## config.mk

```make
export PLATFORM = sky130hd
export DESIGN_NAME = instr_prefetch_queue
export DESIGN_NICKNAME = d
export VERILOG_FILES = /design/src/rtl/pf_pkg.sv /design/src/rtl/pf_fifo.sv /design/src/rtl/instr_prefetch_queue.sv
export SDC_FILE = /design/constraint.sdc
export NUM_CORES = 1
export LEC_CHECK = 0
export ABC_AREA = 0
export BUFFER_PORTS_ARGS = -buffer_cell sky130_fd_sc_hd__buf_2
export CAP_MARGIN = 40
export CELL_PAD_IN_SITES_DETAIL_PLACEMENT = 1
export CELL_PAD_IN_SITES_GLOBAL_PLACEMENT = 1
export CORE_MARGIN = 3
export CORE_UTILIZATION = 41
export DETAILED_ROUTE_END_ITERATION = 8
export GPL_TIMING_DRIVEN = 0
export PLACE_DENSITY = 0.7
export SLEW_MARGIN = 0
export SYNTH_ARGS = -nofsm -noshare
export SYNTH_HDL_FRONTEND = slang
export SYNTH_HIERARCHICAL = 1
export SYNTH_SLANG_ARGS = --single-unit
```

## constraint.sdc

```tcl
create_clock -name clk -period 7.3 [get_ports clk]
set_clock_uncertainty 0.1 [all_clocks]
set_input_delay 1.095 -clock clk [delete_from_list [all_inputs] [get_ports clk]]
set_output_delay 1.095 -clock clk [all_outputs]
set_load 0.02 [all_outputs]
```

## src/rtl/pf_pkg.sv

```systemverilog
// rtl/pf_pkg.sv - shared types and constants for the instruction prefetch queue
// Contents: fetch FSM state enum, default PC/instruction widths, NOP encoding.
package pf_pkg;

  typedef enum logic [1:0] {
    IDLE    = 2'd0,
    WAIT    = 2'd1,
    DISCARD = 2'd2
  } pf_state_e;

  localparam int          PF_PC_W    = 16;
  localparam int          PF_INSTR_W = 16;
  localparam logic [15:0] PF_NOP     = 16'h7000;

endpackage

```

## src/rtl/pf_fifo.sv

```systemverilog
// rtl/pf_fifo.sv - synchronous FIFO of {pc, instr} entries with flush
// Ports:
//   clk, rst        clock and synchronous active-high reset
//   flush           empties the FIFO on the next edge (wins over push/pop)
//   push, din       write one entry
//   pop, dout       dout is the head entry; pop removes it
//   count           registered occupancy, 0..DEPTH
module pf_fifo #(
  parameter int  DEPTH = 4,
  parameter int  W     = 32,
  localparam int AW    = $clog2(DEPTH),
  localparam int CW    = AW + 1
) (
  input  logic          clk,
  input  logic          rst,
  input  logic          flush,
  input  logic          push,
  input  logic [W-1:0]  din,
  input  logic          pop,
  output logic [W-1:0]  dout,
  output logic [CW-1:0] count
);

  logic [W-1:0]  r_mem [DEPTH];
  logic [AW-1:0] r_wr_ptr;
  logic [AW-1:0] r_rd_ptr;
  logic [CW-1:0] r_count;

  // Storage is not reset; occupancy gates every use of the head entry.
  always_ff @(posedge clk) begin
    if (push && !flush) begin
      r_mem[r_wr_ptr] <= din;
    end
  end

  // DEPTH is a power of two, so AW-bit pointers wrap at DEPTH naturally.
  always_ff @(posedge clk) begin
    if (rst || flush) begin
      r_wr_ptr <= '0;
      r_rd_ptr <= '0;
      r_count  <= '0;
    end else begin
      if (push) begin
        r_wr_ptr <= r_wr_ptr + 1'b1;
      end
      if (pop) begin
        r_rd_ptr <= r_rd_ptr + 1'b1;
      end
      case ({push, pop})
        2'b10:   r_count <= r_count + 1'b1;
        2'b01:   r_count <= r_count - 1'b1;
        default: r_count <= r_count;
      endcase
    end
  end

  assign dout  = r_mem[r_rd_ptr];
  assign count = r_count;

endmodule

```

## src/rtl/instr_prefetch_queue.sv

```systemverilog
// rtl/instr_prefetch_queue.sv - instruction fetch front-end with prefetch FIFO and redirect
// Ports:
//   clk, Rst                      clock, synchronous active-high reset
//   redirect_valid, redirect_pc   flush queue, restart fetch at redirect_pc
//   imem_req, imem_addr           request to instruction memory (held until ack)
//   imem_ack, imem_rdata          memory response, completes the request
//   out_valid, out_instr, out_pc  head of queue towards decode
//   out_ready                     decode accepts head
//   queue_count                   registered occupancy
// Optional macro PREFETCH_BYPASS_EN: when the queue is empty an acked
// instruction is presented to decode in the same cycle.
module instr_prefetch_queue
  import pf_pkg::*;
#(
  parameter int               DEPTH    = 4,
  parameter int               PC_W     = PF_PC_W,
  parameter int               INSTR_W  = PF_INSTR_W,
  parameter logic [PC_W-1:0]  RESET_PC = '0,
  localparam int              CW       = $clog2(DEPTH) + 1
) (
  input  logic               clk,
  input  logic               Rst,
  input  logic               redirect_valid,
  input  logic [PC_W-1:0]    redirect_pc,
  output logic               imem_req,
  output logic [PC_W-1:0]    imem_addr,
  input  logic               imem_ack,
  input  logic [INSTR_W-1:0] imem_rdata,
  output logic               out_valid,
  output logic [INSTR_W-1:0] out_instr,
  output logic [PC_W-1:0]    out_pc,
  input  logic               out_ready,
  output logic [CW-1:0]      queue_count
);

  localparam logic [CW:0] DEPTH_C = (CW + 1)'(DEPTH);

  pf_state_e                 r_state;
  pf_state_e                 w_state_next;
  logic [PC_W-1:0]           r_fetch_pc;
  logic [PC_W-1:0]           r_addr;
  logic [CW-1:0]             w_count;
  logic [PC_W+INSTR_W-1:0]   w_head;
  logic                      w_accept;
  logic                      w_bypass;
  logic                      w_push;
  logic                      w_pop;
  logic                      w_fifo_valid;
  logic                      w_credit_idle;
  logic                      w_credit_after;
  logic [PC_W-1:0]           w_fetch_pc_inc;

  // An ack is only meaningful for a live request in WAIT; acks in IDLE or
  // DISCARD, or coinciding with a redirect, are dropped.
  assign w_accept = (r_state == WAIT) && imem_ack && !redirect_valid;

`ifdef PREFETCH_BYPASS_EN
  assign w_bypass = w_accept && (w_count == '0);
`else
  assign w_bypass = 1'b0;
`endif

  // A bypassed instruction that decode takes immediately never enters the FIFO.
  assign w_push       = w_accept && !(w_bypass && out_ready);
  assign w_fifo_valid = (w_count != '0) && !redirect_valid;
  assign w_pop        = w_fifo_valid && out_ready;

  // Credit is based on the registered count only, so a same-cycle pop never
  // lets a new request out; at most one request is ever outstanding.
  assign w_credit_idle  = {1'b0, w_count} < DEPTH_C;
  assign w_credit_after = ({1'b0, w_count} + {{CW{1'b0}}, w_push}) < DEPTH_C;
  assign w_fetch_pc_inc = r_fetch_pc + PC_W'(1);

  pf_fifo #(
    .DEPTH (DEPTH),
    .W     (PC_W + INSTR_W)
  ) u_fifo (
    .clk   (clk),
    .rst   (Rst),
    .flush (redirect_valid),
    .push  (w_push),
    .din   ({r_addr, imem_rdata}),
    .pop   (w_pop),
    .dout  (w_head),
    .count (w_count)
  );

  always_ff @(posedge clk) begin
    if (Rst) begin
      r_state <= IDLE;
    end else begin
      r_state <= w_state_next;
    end
  end

  always_comb begin
    w_state_next = r_state;
    case (r_state)
      // A redirect empties the FIFO, so credit is guaranteed for its fetch.
      IDLE: begin
        if (redirect_valid || w_credit_idle) begin
          w_state_next = WAIT;
        end
      end
      WAIT: begin
        if (imem_ack) begin
          if (redirect_valid) begin
            w_state_next = IDLE;
          end else if (w_credit_after) begin
            w_state_next = WAIT;
          end else begin
            w_state_next = IDLE;
          end
        end else if (redirect_valid) begin
          w_state_next = DISCARD;
        end
      end
      // The stale request stays on the bus until memory acks it.
      DISCARD: begin
        if (imem_ack) begin
          w_state_next = IDLE;
        end
      end
      default: w_state_next = IDLE;
    endcase
  end

  // r_fetch_pc is the next address to fetch; r_addr is what is on the bus.
  always_ff @(posedge clk) begin
    if (Rst) begin
      r_fetch_pc <= RESET_PC;
      r_addr     <= RESET_PC;
    end else begin
      if (redirect_valid) begin
        r_fetch_pc <= redirect_pc;
      end else if (w_accept) begin
        r_fetch_pc <= w_fetch_pc_inc;
      end

      if (r_state == IDLE) begin
        if (redirect_valid) begin
          r_addr <= redirect_pc;
        end else if (w_credit_idle) begin
          r_addr <= r_fetch_pc;
        end
      end else if (w_accept && w_credit_after) begin
        r_addr <= w_fetch_pc_inc;
      end
    end
  end

  always_comb begin
    imem_req  = (r_state != IDLE);
    imem_addr = r_addr;
    out_valid = w_fifo_valid;
    out_pc    = w_fifo_valid ? w_head[PC_W+INSTR_W-1:INSTR_W] : '0;
    out_instr = w_fifo_valid ? w_head[INSTR_W-1:0] : '0;
`ifdef PREFETCH_BYPASS_EN
    if (w_bypass) begin
      out_valid = 1'b1;
      out_pc    = r_addr;
      out_instr = imem_rdata;
    end
`endif
  end

  assign queue_count = w_count;

endmodule

```

==> Word level (Yosys, flattened, before mapping) <==
Memory sizes are Yosys's and may differ from the RTL's. A register that Yosys moved wholly into a read port is not among the register bits.
Cells that the tools add are included.
{ "totals": {"ramBits": 128, "out_inout_bits": 53, "memories": 1, "reg_bits": 41, "wordCells": 60} }
{ "mem_list": {"columns": ["name", "words", "width", "rd", "rd_ports_with_merged_regs", "wr", "line_no", "rtl"], "rows": [
  ["u_fifo.r_mem", 4, 32, 1, 1, 1, "pf_fifo.sv:24", "logic [W-1:0] r_mem [DEPTH];"]
]} }
{ "op_classes": {"reduce_logical": 17, "mux": 20, "addsub": 6, "n_eq_ne": 8, "n_lt_le_gt_ge": 2} }
{ "op_table": {"columns": ["operator", "n"], "rows": [
  ["$mux W16", 8],
  ["$add A16 B1 Y16 const B", 1],
  ["$mux W2", 6],
  ["$reduce_bool A2 Y1", 4],
  ["$logic_and A1 B1 Y1", 6],
  ["$ne A3 B3 Y1 const B", 2],
  ["$pmux W2 S3", 1],
  ["$pmux W3 S2", 1],
  ["$add A2 B1 Y2 const B", 2],
  ["$add A3 B1 Y4", 1],
  ["$eq A2 B1 Y1 const B", 2],
  ["$eq A2 B2 Y1 const B", 2],
  ["$lt A4 B3 Y1 const B", 1],
  ["$mux W1", 4],
  ["$ne A2 B2 Y1 const B", 2],
  ["$add A3 B1 Y3 const B", 1],
  ["$lt A3 B3 Y1 const B", 1],
  ["$reduce_and A3 Y1", 1],
  ["$reduce_bool A3 Y1", 1],
  ["$sub A3 B1 Y3 const B", 1],
  ["$logic_not A2 Y1", 1],
  ["$logic_or A1 B1 Y1", 2],
  ["$reduce_and A2 Y1", 1],
  ["$logic_not A1 Y1", 1]
]} }

==> Longest topological paths before layout <==
Gate-level depths: netlist (run 1).
{ "logic_depth": {"ltp_word": 9, "depth_mapped": 10, "mapped_depth_nobuf": 9} }

==> Cells and area by module <==
The synthesis (run 1) kept the hierarchy.
{ "modules_own_cells": {"columns": ["module", "instances", "seq_area_each_um2", "cells_each", "area_each_um2"], "rows": [
  ["pf_fifo", 1, 4023.9, 214, 5091.1],
  ["instr_prefetch_queue", 1, 680.7, 301, 2352.3]
]} }

==> Worst setup path after synthesis (run 1) <==
No wires, ideal clock.
{ "synth_path": {"path_type": "input to output", "start": "input port redirect_valid", "end": "output port out_instr[10]", "cell_stages": 4, "t_required_ns": 6.105, "setup_slack_ns": 3.921, "t_arrival_ns": 2.184, "path_cell_list": "clkbuf_1 nor2_1 clkbuf_1 and2_1"} }
{ "synth_between": {"elab_chain_len": 3} }
{ "synth_lines": {"columns": ["element", "line_no", "rtl"], "rows": [
  ["from (decl)", "instr_prefetch_queue.sv:23", "input logic redirect_valid,"],
  ["$logic_not A1 Y1", "instr_prefetch_queue.sv:65", "assign w_fifo_valid = (w_count != '0) && !redirect_valid;"],
  ["$logic_and A1 B1 Y1", "instr_prefetch_queue.sv:65", null],
  ["net out_valid", "instr_prefetch_queue.sv:29", "output logic out_valid,"],
  ["$mux W16", "instr_prefetch_queue.sv:157", "out_instr = w_fifo_valid ? w_head[INSTR_W-1:0] : '0;"],
  ["to (decl)", "instr_prefetch_queue.sv:30", "output logic [INSTR_W-1:0] out_instr,"]
]} }
The timed path passes the listed nets, and every way through them passes these cells.

==> Worst setup path in the final report (run 1) <==
{ "layout_path": {"start": "input port redirect_valid", "end": "output port out_pc[13]"} }
{ "layout_between": {"elab_chain_len": 3} }
{ "layout_lines": {"columns": ["element", "line_no", "rtl"], "rows": [
  ["$logic_not A1 Y1", "instr_prefetch_queue.sv:65", null],
  ["$logic_and A1 B1 Y1", "instr_prefetch_queue.sv:65", null],
  ["$mux W16", "instr_prefetch_queue.sv:156", "out_pc = w_fifo_valid ? w_head[PC_W+INSTR_W-1:INSTR_W] : '0;"],
  ["to (decl)", "instr_prefetch_queue.sv:31", "output logic [PC_W-1:0] out_pc,"]
]} }
Every way passes these cells.

==> metrics.md, run 1 <==
| Metric | Value |
|---|---|
| Status | finished clean |
| Htree depth | 4 |
| Leading cell type in the layout, fill and taps excluded | edfxtp_1 |
| Most Crowded Layer GR | met2 |
| Vias/cell | 5.363 |
| WL final | 18210 um |
| Post-DP HPWL | 12880 um |
| Total negative slack | 0 ns |
| Placed Area | 8263 sq um |
| Post-Syn Area | 7443 sq um |
| Buffers on Ports | 89 |
| Gpl congestion | 0.9512 |
| Place WS | 3.041 ns |
| R2R Path Start | u_fifo/count[0] |
| Final cell count without fillers | 865 |
| Final worst setup slack | 3.073 ns |
| Leakage | 3.158 nW |
| Final setup fails | 0 |
| Slew margin rel. | 51.63% |
| Die area | 19810 sq um |
| Final Hold Viols | 0 |
| Global routing usage on met3 | 3.562% |
| Post-synth EDFFs | 128 |
| Cells after DPL | 833 |
| Grt ovf | 0 |
| Synth area leaders | edfxtp_1 (52%), dfxtp_1 (12%), mux4_2 (9.1%), and2_1 (3.3%), nor2_1 (2.5%) |
| Root buf cell | clkbuf_16 |
| I/O Pins | 90 |
| Req. time, crit path | 6.11 ns |
| Chip Height | 140.7 um |
| Layout cells sized above 1 | 30.63% |
| Minimum clock period | 4.227 ns |
| First-pass GRT wire length | 29380 um |
| Reg-to-reg endpoint | u_fifo/count[2] |
| Post-synth top area share | 51.64% |
| DR WL/cell | 21.05 um |
| Worst R2R Path Depth | 9 |
| Clock buffer depth | 2 |
| Sequential share of power | 53.0% |
| Worst min-delay path startpoint | imem_addr[7] |
| Max-cap violations | 0 |
| VDD IR max | 0.1877 mV |
| CTS clock-pin slew for the worst setup and hold paths | 0.06 ns |
| Area growth from synthesis to layout | 18.32% |
| Cell area after layout | 8807 sq um |
| Clk pwr share | 40.0% |
| CTS Buf Count | 17 |
| Max Slew Vio Count | 0 |
| Switching Power | 0.5000 mW |
| Syn nets | 559 |
| Worst hold slack | 0.4275 ns |
| Kind of critical path | in2out |
| DRT iter0 DRCs | 199 |
| Starting density of the core | 42.44% |
| Vias | 4639 |
| Row count | 48 |
| Yosys warns | 6 |
| Switching Fraction | 24.26% |
| Worst Max-Slew Pin Slew | 0.7229 ns |
| PostCTS Resize Cnt | 0 |
| Vias in the first global route | 5107 |
| Arrival @ worst endpoint | 3.03 ns |
| Post-CTS setup buffers | 0 |
| Worst min path class | reg2reg |
| Drt first pass iters | 4 |
| Synthesized netlist cell count | 515 |
| Sequential share of the synthesized area | 63.20% |
| PD cells | 234.0 nW/um^2 |
| Critical Path Fanout Max | 10 |
| Synth Flop Type | edfxtp_1 |
| Total Routing Usage GR | 19.33% |
| Dominant cell type by area after synthesis | edfxtp_1 |
| Antenna fix cells | 0 |
| Most frequent cells in the layout | edfxtp_1 (128), buf_2 (98), nor2_1 (50), dfxtp_1 (43), and2_1 (35) |
| CP Capture Type | output pin |
| Fin util | 50.22% |
| Worst skew pair latency | 0.42 ns |
| Hold path endpoint | imem_addr[7] |
| Cell Int Power | 1.561 mW |
| Maximum number of pins on one net before global-route repair | 24 |
| Routing usage on met1 | 25.53% |
| Overall power | 2.061 mW |
| Startpoint types | primary input |
| Reg2reg setup slack | 4.49 ns |
| Count of hold-fix buffers inserted at cts | 0 |
| Fin nets | 671 |
| Core Region | 17540 sq um |
| Die X-Extent | 140.7 um |
| Mean area per synthesized cell | 14.45 sq um |
| Detail Route Antenna Nets | 0 |
| DRC Markers | 0 |
| Logic pwr share | 7.0% |
| Asr flop ratio synth | 0% |
| Synthesized flop and latch total | 171 |
| CP Launch Point | redirect_valid |
| Antenna violations before repair | 0 |
| CTS tree | done |
| Fill cells | 1786 |
| RSZ-0062 raised after global routing | no |
| GR Util met2 | 32.54% |
| Netlist cell types | 56 |
| Fin crit share | 57.90% |
| CTS sink cnt | 171 |
| Fmax | 236.6 MHz |
| Hold path cells | 2 |
-- power by group through the flow --
stage	Clock (mW)	Combinational, mW	Sequential, mW
CTS	0.851	0.146	1.09
floorplan	0	0.0774	1.12
global placement	0	0.140	1.11
detailed placement	0	0.145	1.11
finish	0.825	0.144	1.09
global route	0.893	0.158	1.10
-- per-layer routing --
metal / wire [um] / vias up
met3: 760 / 22
met1: 8071 / 2337
met2: 9048 / 123
li1: - / 2157
met5: 0 / -
met4: 325 / 0
-- cells by family (layout without fill, tap and decap cells) --
logic type | Yosys count | count (layout) | synth area share, %
compound gates | 62 | 62 | 6.203
xor+xnor | 28 | 28 | 3.295
fa+ha+maj | 7 | 7 | 1.278
buf+inv | 47 | 172 | 3.395
flops | 171 | 171 | 63.20
mux | 39 | 39 | 10.74
simple gates | 161 | 161 | 11.88
-- critical path: stages --
cell and delay [ns]:
buf_2 0.15, clkbuf_1 0.30, nor2_1 0.65, clkbuf_1 0.42, and2_1 0.23, buf_2 0.18
-- synthesized netlist by cell type, types with 2 or more instances --
library cell,instances
a21oi_1,19
dfxtp_1,43
buf_2,9
mux2i_1,6
nand4_1,2
edfxtp_1,128
nand3b_1,9
nor3_2,2
a211o_1,4
inv_1,11
nor2b_1,3
mux4_2,30
nor3_1,13
nor4_1,2
inv_2,2
o21ba_2,4
o21ai_0,5
nand2_1,21
xor2_1,17
buf_4,2
buf_1,2
o41ai_1,4
ha_1,6
nand3_1,7
buf_12,3
clkbuf_1,16
o41ai_2,2
mux4_1,2
xnor2_1,11
a311oi_1,2
a211oi_1,13
or3_1,2
and2_1,39
nor4_2,3
nor2_1,50
-- worst max path at each step --
stage | endpoint | slack (ns) | depth (start not counted)
CTS | out_pc[13] | 3.03 | 6
floorplan | out_instr[10] | 3.92 | 4
detailed placement | out_pc[9] | 3.04 | 6
finish | out_pc[13] | 3.07 | 6
global route | out_pc[11] | 2.85 | 6
global placement | u_fifo/r_mem[0][11] | 2.91 | 7
-- final cells by class --
cell class | instances | area (sq um) | area share (%)
inverters | 13 | 48.80 | 0.5541
multi-input cells | 297 | 2491 | 28.29
clock inverters | 15 | 118.9 | 1.350
clock buffers | 17 | 425.4 | 4.830
flip-flops and latches | 171 | 4705 | 53.42
well taps | 225 | 281.5 | 3.196
plain buffers | 34 | 203.9 | 2.316
repair buffers | 93 | 533.0 | 6.052
-- registers in the layout, indices dropped and copies added, names as in the netlist, named ones only --
register,cells
u_fifo/r_mem,128
r_fetch_pc,16
u_fifo/r_rd_ptr,2
u_fifo/count,3
imem_addr,16
u_fifo/r_wr_ptr,2
r_state,2
Power figures use the tool's default switching activity.
==> run 2: changes to the inputs <==
--- a/config.mk
+++ b/config.mk
@@ -14,7 +14,7 @@
 export CORE_UTILIZATION = 41
 export DETAILED_ROUTE_END_ITERATION = 8
 export GPL_TIMING_DRIVEN = 0
-export PLACE_DENSITY = 0.7
+export PLACE_DENSITY = 0.73
 export SLEW_MARGIN = 0
 export SYNTH_ARGS = -nofsm -noshare
 export SYNTH_HDL_FRONTEND = slang
==> constraint.sdc (replaced) <==
create_clock -name clk -period 3.7 [get_ports clk]
set_clock_uncertainty 0.1 [all_clocks]
set_input_delay 0.555 -clock clk [delete_from_list [all_inputs] [get_ports clk]]
set_output_delay 0.555 -clock clk [all_outputs]
set_load 0.02 [all_outputs]
==> run 2 against run 1 <==
  * Cell count unchanged
  * Clock-buffer cell count up 8
  * Total power up 100%
  * Non-clock buffer count unchanged
  * Routed wire length down 1.7%
  * Core utilization up 0.093 points
  * Via count down 0.28%
  * Die area unchanged
  * Critical path depth unchanged
  * Worst hold slack worse by 0.18 ns
  * Final area up 0.18%
  * Register-to-register slack worse by 3.6 ns
==> metrics.md, run 2 (same netlist as run 1, synthesis figures left out) <==
| Metric | Value |
|---|---|
| Status | finished clean |
| Count of hold-fix buffers inserted at cts | 0 (unchanged) |
| Leakage | 3.171 nW (+0.39%) |
| Gpl congestion | 0.8992 (-5.5%) |
| Minimum clock period | 3.071 ns |
| Post-DP HPWL | 12590 um (-2.3%) |
| Htree depth | 4 (unchanged) |
| Final Hold Viols | 0 (unchanged) |
| Switching Power | 0.9129 mW (+83%) |
| Cell area after layout | 8823 sq um (+0.18%) |
| Cells after DPL | 833 (unchanged) |
| Slowest stage delay, CP | 0.60 ns (-0.05 ns) |
| I/O Pins | 90 (unchanged) |
| CP max stage cell | nor2_1 |
| Area growth from synthesis to layout | 18.54% |
| Overall power | 4.154 mW (+100%) |
| CP Launch Point | redirect_valid |
| Arrival @ worst endpoint | 2.42 ns (-0.61 ns) |
| Post-CTS setup buffers | 0 (unchanged) |
| Clk pwr share | 41.2% (+1.2 points) |
| Die area | 19810 sq um (unchanged) |
| Switching Fraction | 21.98% (-2.3 points) |
| Fin util | 50.31% (+0.093 points) |
| Final cell count without fillers | 865 (unchanged) |
| Drt first pass iters | 4 (unchanged) |
| Vias in the first global route | 5003 (-2.0%) |
| Grt ovf | 0 (unchanged) |
| DRT iter0 DRCs | 240 (+21%) |
| Total Routing Usage GR | 18.79% (-0.54 points) |
| Fin crit share | 83.00% |
| Worst skew pair latency | 0.42 ns (about the same) |
| DR WL/cell | 20.69 um (-1.7%) |
| Core Region | 17540 sq um (unchanged) |
| CTS sink cnt | 171 (unchanged) |
| PostCTS Resize Cnt | 0 (unchanged) |
| Vias/cell | 5.348 (-0.28%) |
| CTS Buf Count | 17 (unchanged) |
| Antenna fix cells | 0 (unchanged) |
| Startpoint types | primary input |
| Total negative slack | 0 ns (unchanged) |
| Detail Route Antenna Nets | 0 (unchanged) |
| Crit-path cells | buf_2, clkbuf_1, nor2_1, clkbuf_1, and2_1, buf_2 |
| Antenna violations before repair | 0 (unchanged) |
| Max reg flops | 128 (unchanged) |
| Kind of critical path | in2out |
| Logic pwr share | 6.9% (about the same) |
| R2R Path Start | u_fifo/count[0] |
| Final setup fails | 0 (unchanged) |
| Clock buffer depth | 2 (unchanged) |
| WL final | 17890 um (-1.7%) |
| Vias | 4626 (-0.28%) |
| Fmax | 325.6 MHz |
| Sequential share of power | 51.9% (-1.1 points) |
| Final worst setup slack | 0.6290 ns (-2.444 ns) |
| First-pass GRT wire length | 28330 um (-3.6%) |
| Layout cells sized above 1 | 29.84% (-0.78 points) |
| Starting density of the core | 42.44% (unchanged) |
| PD cells | 470.8 nW/um^2 (+100%) |
| Critical Path Fanout Max | 10 (unchanged) |
| CTS tree | done |
| CP Capture Type | output pin |
| Slew margin rel. | 50.97% (-0.67 points) |
| Worst Max-Slew Pin Slew | 0.7299 ns (+0.007033 ns) |
| Placed Area | 8255 sq um (about the same) |
| Worst hold slack | 0.2469 ns (-0.1805 ns) |
| Maximum number of pins on one net before global-route repair | 25 (+4.2%) |
| Row count | 48 (unchanged) |
| Place WS | 0.3254 ns (-2.715 ns) |
| Fin nets | 671 (unchanged) |
| Worst min-delay path startpoint | imem_rdata[5] |
| Max Slew Vio Count | 0 (unchanged) |
| Root buf cell | clkbuf_16 |
| Req. time, crit path | 3.04 ns (-3.07 ns) |
| RSZ-0062 raised after global routing | no |
| DRC Markers | 0 (unchanged) |
| Worst min path class | in2reg |
| Biggest register | u_fifo/r_mem |
| Cell Int Power | 3.241 mW (+110%) |
| VDD IR max | 0.3398 mV (+81%) |
| CTS clock-pin slew for the worst setup and hold paths | 0.06 ns (about the same) |
| Buffers on Ports | 89 (unchanged) |
| Die X-Extent | 140.7 um (unchanged) |
| Most frequent cells in the layout | edfxtp_1 (128), buf_2 (98), nor2_1 (50), dfxtp_1 (43), and2_1 (35) |
| Leading cell type in the layout, fill and taps excluded | edfxtp_1 |
| Max-cap violations | 0 (unchanged) |
| Chip Height | 140.7 um (unchanged) |
[run 2: changes by cell type in the layout (fill, tap and decap cells not counted), sizes merged]
cell      previous run  this run
bufinv               0         2
clkinvlp             5         3
inv                 17        13
clkbuf              34        42
clkinv               6         2
[run 2: layout make-up]
class                      count  area [sq um]
buffer                        34         203.9
clock buffer                  25         475.5
clock inverter                 7         92.59
fill                        1794          8713
inverter                      13         48.80
multi-input combinational    297          2491
sequential                   171          4705
tap                          225         281.5
timing repair buffer          93         525.5
[run 2: power groups by stage]
stage | sequential, mW | clock [mW] | combinational [mW]
floorplan | 2.20 | 0 | 0.153
finish | 2.16 | 1.71 | 0.285
detailed placement | 2.20 | 0 | 0.285
CTS | 2.16 | 1.75 | 0.288
global route | 2.16 | 1.84 | 0.313
global placement | 2.19 | 0 | 0.275
[run 2: worst paths after layout]
path,endpoint,slack (ns),cells after the start
worst max-delay path,out_pc[9],0.63,6
worst max register to register,u_fifo/count[2],0.92,9
worst min-delay path,u_fifo/r_mem[3][5],0.25,1
worst min register to register,u_fifo/r_rd_ptr[0],0.44,2
[run 2: routing by layer]
metal	global-route usage (%)	share of wire [%]	vias to the layer above
li1	-	-	2159
met1	24.53	44	2329
met4	6.017	2.1	0
met2	31.65	50	113
met3	3.833	4.1	25
met5	0	0	-
[run 2: critical path: cells and delay by family]
kind                   cells  cell delay (ns)
and+or+nand+nor            2             0.84
buffers and inverters      4             1.02
